`src/rtl/tnkiii_shared_ram_arbiter.sv`:
```
// tnkiii_shared_ram_arbiter
//   Time-sliced arbiter that lets two CPU requesters (A = main Z80,
//   B = sub Z80) share one synchronous single-port work RAM. One access
//   can start per slot strobe. Each access runs IDLE -> ACCESS -> CAPTURE
//   and ends with a one-clock ack, three clocks after the slot edge.
// Ports
//   i_clk, i_rst        core clock, async active-high reset
//   i_slot_cen          one-clock slot strobe (access start opportunity)
//   i_req_x/i_we_x/i_addr_x/i_wdata_x   requester x level request + payload
//   o_rdata_x/o_ack_x/o_wait_x          requester x read data, ack pulse, wait
//   o_ram_addr/o_ram_we/o_ram_din       registered RAM command
//   i_ram_dout          RAM read data (valid 1 clock after address sampled)
//   o_busy              FSM not idle
module tnkiii_shared_ram_arbiter #(
  parameter int AW = 11,
  parameter int DW = 8
) (
  input  logic          i_clk,
  input  logic          i_rst,
  input  logic          i_slot_cen,
  input  logic          i_req_a,
  input  logic          i_we_a,
  input  logic [AW-1:0] i_addr_a,
  input  logic [DW-1:0] i_wdata_a,
  output logic [DW-1:0] o_rdata_a,
  output logic          o_ack_a,
  output logic          o_wait_a,
  input  logic          i_req_b,
  input  logic          i_we_b,
  input  logic [AW-1:0] i_addr_b,
  input  logic [DW-1:0] i_wdata_b,
  output logic [DW-1:0] o_rdata_b,
  output logic          o_ack_b,
  output logic          o_wait_b,
  output logic [AW-1:0] o_ram_addr,
  output logic          o_ram_we,
  output logic [DW-1:0] o_ram_din,
  input  logic [DW-1:0] i_ram_dout,
  output logic          o_busy
);

  localparam logic [1:0] ST_IDLE    = 2'd0;
  localparam logic [1:0] ST_ACCESS  = 2'd1;
  localparam logic [1:0] ST_CAPTURE = 2'd2;

  logic [1:0]    state_q, state_d;
  logic          grant_q, grant_d;   // 0 = A, 1 = B
  logic          prio_q, prio_d;     // 0 = A, 1 = B
  logic          acc_we_q, acc_we_d; // direction of the access in flight
  logic          armed_a_q, armed_a_d;
  logic          armed_b_q, armed_b_d;
  logic [AW-1:0] ram_addr_q, ram_addr_d;
  logic          ram_we_q, ram_we_d;
  logic [DW-1:0] ram_din_q, ram_din_d;
  logic [DW-1:0] rdata_a_q, rdata_a_d;
  logic [DW-1:0] rdata_b_q, rdata_b_d;
  logic          ack_a_q, ack_a_d;
  logic          ack_b_q, ack_b_d;

  logic elig_a, elig_b, pick_b;

  always_comb begin
    elig_a = i_req_a & armed_a_q;
    elig_b = i_req_b & armed_b_q;
    // B wins when it is the only one eligible, or on contention when prio is B
    pick_b = elig_b & (~elig_a | prio_q);

    state_d    = state_q;
    grant_d    = grant_q;
    prio_d     = prio_q;
    acc_we_d   = acc_we_q;
    ram_addr_d = ram_addr_q;
    ram_we_d   = ram_we_q;
    ram_din_d  = ram_din_q;
    rdata_a_d  = rdata_a_q;
    rdata_b_d  = rdata_b_q;
    ack_a_d    = 1'b0;
    ack_b_d    = 1'b0;

    case (state_q)
      ST_IDLE: begin
        if (i_slot_cen && (elig_a || elig_b)) begin
          grant_d    = pick_b;
          ram_addr_d = pick_b ? i_addr_b  : i_addr_a;
          ram_din_d  = pick_b ? i_wdata_b : i_wdata_a;
          ram_we_d   = pick_b ? i_we_b    : i_we_a;
          acc_we_d   = pick_b ? i_we_b    : i_we_a;
          if (elig_a && elig_b) prio_d = ~pick_b;
          state_d    = ST_ACCESS;
        end
      end
      ST_ACCESS: begin
        ram_we_d = 1'b0;
        state_d  = ST_CAPTURE;
      end
      ST_CAPTURE: begin
        if (!acc_we_q) begin
          if (grant_q) rdata_b_d = i_ram_dout;
          else         rdata_a_d = i_ram_dout;
        end
        ack_a_d = ~grant_q;
        ack_b_d = grant_q;
        state_d = ST_IDLE;
      end
      default: state_d = ST_IDLE;
    endcase

    // A low request re-arms; the ack edge disarms so a held request is served once
    armed_a_d = ~i_req_a ? 1'b1 : (ack_a_d ? 1'b0 : armed_a_q);
    armed_b_d = ~i_req_b ? 1'b1 : (ack_b_d ? 1'b0 : armed_b_q);
  end

  always_ff @(posedge i_clk or posedge i_rst) begin
    if (i_rst) begin
      state_q    <= ST_IDLE;
      grant_q    <= 1'b0;
      prio_q     <= 1'b0;
      acc_we_q   <= 1'b0;
      armed_a_q  <= 1'b1;
      armed_b_q  <= 1'b1;
      ram_addr_q <= '0;
      ram_we_q   <= 1'b0;
      ram_din_q  <= '0;
      rdata_a_q  <= '0;
      rdata_b_q  <= '0;
      ack_a_q    <= 1'b0;
      ack_b_q    <= 1'b0;
    end else begin
      state_q    <= state_d;
      grant_q    <= grant_d;
      prio_q     <= prio_d;
      acc_we_q   <= acc_we_d;
      armed_a_q  <= armed_a_d;
      armed_b_q  <= armed_b_d;
      ram_addr_q <= ram_addr_d;
      ram_we_q   <= ram_we_d;
      ram_din_q  <= ram_din_d;
      rdata_a_q  <= rdata_a_d;
      rdata_b_q  <= rdata_b_d;
      ack_a_q    <= ack_a_d;
      ack_b_q    <= ack_b_d;
    end
  end

  assign o_wait_a   = elig_a;
  assign o_wait_b   = elig_b;
  assign o_rdata_a  = rdata_a_q;
  assign o_rdata_b  = rdata_b_q;
  assign o_ack_a    = ack_a_q;
  assign o_ack_b    = ack_b_q;
  assign o_ram_addr = ram_addr_q;
  assign o_ram_we   = ram_we_q;
  assign o_ram_din  = ram_din_q;
  assign o_busy     = (state_q != ST_IDLE);

endmodule
```
`config.mk`:
```
export PLATFORM = sky130hd
export DESIGN_NAME = tnkiii_shared_ram_arbiter
export DESIGN_NICKNAME = d
export VERILOG_FILES = /design/src/rtl/tnkiii_shared_ram_arbiter.sv
export SDC_FILE = /design/constraint.sdc
export NUM_CORES = 1
export LEC_CHECK = 0
export BUFFER_PORTS_ARGS = -buffer_cell sky130_fd_sc_hd__buf_2
export CAP_MARGIN = 40
export CORE_MARGIN = 2
export CORE_UTILIZATION = 49
export DETAILED_ROUTE_END_ITERATION = 6
export HOLD_SLACK_MARGIN = 0.1
export PLACE_DENSITY = 0.86
export SYNTH_ARGS = -nofsm -noshare
export SYNTH_HDL_FRONTEND = slang
export SYNTH_SLANG_ARGS = --single-unit
export TNS_END_PERCENT = 100
```
`constraint.sdc`:
```
create_clock -name i_clk -period 3.3 [get_ports i_clk]
set_input_delay 0.66 -clock i_clk [delete_from_list [all_inputs] [get_ports i_clk]]
set_output_delay 0.66 -clock i_clk [all_outputs]
set_load 0.005 [all_outputs]
```
==> results by group <==
Floorplanning
  – I/O pins: 94
  – Row count: 23
  – Die Area: 4591 um^2
  – DIE WIDTH: 67.76 um
  – Core area: 3943 um^2
  – Die Height: 67.76 um
  – Initial Utilization: 50.52%

STA
  – Fin Setup TNS: 0 ns
  – Worst slew margin: 58.33%
  – Crit share post-route: 59.38%
  – Final setup fails: 0
  – Clk_skew: 0.007430 ns
  – F_max: 0.5104 GHz
  – RSZ-0062 raised after global routing: no
  – Worst slew pin tran: 0.6251 ns
  – Final Hold Viols: 0
  – Final Max Tran Viols: 0
  – Min Clock Period, post-route: 1.959 ns

Power
  – Clk pwr share: 21.6%
  – Lkg Pwr: 1.308 nW
  – Switching pwr: 606.6 uW
  – Comb pwr share: 32.9%
  – Switching Fraction: 30.91%
  – Pwr dens: 744.1 nW/um^2
  – Sequential group share of total power: 45.5%
  – P_int: 1.356 mW
  – Worst VDD drop: 0.3905 mV

Critical path
  – End of the worst register-to-register path: o_ram_din[5]
  – WS Path Type: reg -> out
  – CP arrival: 1.30 ns
  – Crit path capture type: output pin
  – Setup crit start kind: flip-flop
  – Worst-case reg-to-reg path depth: 5
  – Required time of the critical path: 2.64 ns
  – CP max FO: 22
  – Reg-to-Reg Start: armed_a_q
  – Worst reg2reg setup slack: 1.47 ns
  – CP startpoint: armed_b_q

Placement
  – DP HPWL: 3316 um
  – Dpl cell area: 2521 um^2
  – RePlAce Congestion: 0.7305
  – I/O Buffers: 93

Global route
  – Vias in the first global route: 1707
  – First-pass GRT wire length: 7383 um
  – Initial antenna violation count: 0
  – Tot GR Track Use: 21.70%
  – Pin count of the biggest net entering global routing: 26
  – GRT Residual Overflow: 0

Detailed routing
  – Initial DRC count: 102
  – Top Metal Used: met4
  – Routed len/inst: 13.93 um
  – Antenna-violating nets left: 0
  – Via/cell ratio: 5.394
  – Drt first pass iters: 4
  – WL final: 4556 um
  – # DRC: 0
  – M1 WL: 1872 um
  – Met3 routed WL: 233 um
  – Met2 WL: 2345 um
  – Vias: 1764

Synthesis
  – Dominant cell type by area after synthesis: dfrtp_1
  – Yosys warns: 0
  – Register area share after synthesis: 56.66%
  – Post-synth top flop: dfrtp_1
  – Number of synthesized flops with an enable pin: 0
  – Asr flop ratio synth: 100.0%
  – Area contributors post-synth: dfrtp_1 (54%), mux2_2 (9.0%), a31oi_1 (6.0%)
  – Syn avg cell area: 10.83 um^2
  – Synth cell types: 29
  – Mapped Cells: 184
  – Syn_nets: 237
  – Synthesized flop and latch total: 45
  – Yosys top cell area share: 54.02%
  – Mapped Area: 1992 um^2

Clock tree
  – Root buf cell: clkbuf_8
  – Sink Count: 45
  – Post-cts resize count: 0
  – CTS max path bufs: 2
  – H-tree depth: 2
  – Register clock-pin slew on the reported worst setup and hold paths: 0.08 ns
  – Worst-skew pair later-pin latency: 0.30 ns
  – Num CTS Buffers: 5
  – Post-CTS Hold Buffers: 0
  – Post-CTS Setup Repair Bufs: 0
  – CTS tree: yes

Run status
  – Outcome: finished clean

Final layout
  – Final core utilization: 66.90%
  – Finished Cell Area: 2638 um^2
  – # diodes: 0
  – Area Growth Syn to Fin: 32.41%
  – Layout cell share with drive strength beyond 1: 46.93%
  – Nets: 329

Worst hold path
  – Hold WC Path Type: in -> async

Job
  – Max Cap Viol: 0
-- worst max-delay path: stages (launching register included) --
cell     delay [ns]
dfstp_2        0.57
nand2_1        0.05
buf_4          0.19
inv_1          0.08
buf_2          0.11
-- area by class of cell --
cell class / count / area, um^2
fill: 325 / 1305
sequential: 45 / 1129
multi-input combinational: 120 / 788.3
timing repair buffer: 99 / 523.0
clock buffer: 7 / 86.33
tap: 50 / 62.56
clock inverter: 1 / 30.03
inverter: 5 / 18.77
-- Yosys cell counts, types with 2 or more instances --
cell      instances
a21oi_1          19
a22oi_1           2
a31oi_1          19
buf_2             7
clkbuf_1          7
dfrtp_1          43
dfstp_2           2
inv_1             5
mux2_2           16
nand2_1           6
nand3_1          20
nand3b_1          2
o21ai_0          20
-- stage by stage --
| stage | setup slack [ns] | cells | hold slack (ns) | power [mW] |
|---|---|---|---|---|
| floorplan | 1.584 | 184 | 0.4507 | 1.246 |
| global placement | 1.278 | 318 | 0.4724 | 1.531 |
| detailed placement | 1.206 | 319 | 0.4723 | 1.560 |
| CTS | 1.337 | 327 | 0.3683 | 1.983 |
| global route | 1.265 | 327 | 0.3808 | 2.107 |
| finish | 1.341 | 327 | 0.3579 | 1.963 |
-- logic make-up (layout without fill, tap and decap cells) --
kind of cell,Yosys count,in the layout,synth area share (%)
buffers and inverters,19,112,4.020
muxes,16,16,9.045
DFF,45,45,56.66
xor gates and xnor gates,1,1,0.4398
and+or+nand+nor,39,39,11.62
AOI/OAI and AO/OA,64,64,18.22
-- metal layers --
metal | GRT usage, % | up-vias
met5 | 0 | -
met4 | 10.20 | 0
met1 | 25.54 | 835
met3 | 3.833 | 9
li1 | - | 858
met2 | 38.11 | 62
-- flip-flops by register name, summed over array words and instances (netlist names) --
| register | count |
|---|---|
| acc_we_q | 1 |
| armed_a_q | 1 |
| armed_b_q | 1 |
| grant_q | 1 |
| o_ack_a | 1 |
| o_ack_b | 1 |
| o_ram_addr | 11 |
| o_ram_din | 8 |
| o_ram_we | 1 |
| o_rdata_a | 8 |
| o_rdata_b | 8 |
| prio_q | 1 |
| state_q | 2 |
-- power by group through the flow --
stage	Sequential (mW)	Clock, mW	Combinational (mW)
2_1_floorplan	0.911	0	0.335
3_3_place_gp	0.895	0	0.636
3_5_place_dp	0.904	0	0.656
4_1_cts	0.894	0.432	0.657
5_1_grt	0.917	0.460	0.729
6_report	0.893	0.423	0.647
-- layout by cell type, fill, tap and decap left out, types with 2 or more instances in the layout --
cell type and n:
nand2_1 6, clkbuf_8 6, a31oi_1 19, nand3b_1 2, inv_1 4, dfstp_2 2
nand3_1 20, o21ai_0 20, buf_4 5, mux2_2 16, a22oi_1 2, buf_2 93
a21oi_1 19, dfrtp_1 43
-- worst max-delay path by stage --
stage | endpoint | slack, ns | cells after the start
global route | o_wait_b | 1.27 | 4
global placement | o_ram_din[7] | 1.28 | 6
CTS | o_wait_b | 1.34 | 4
finish | o_wait_b | 1.34 | 4
floorplan | acc_we_q | 1.58 | 1
detailed placement | o_ram_din[5] | 1.21 | 6
(Power assumes the default switching activity.)
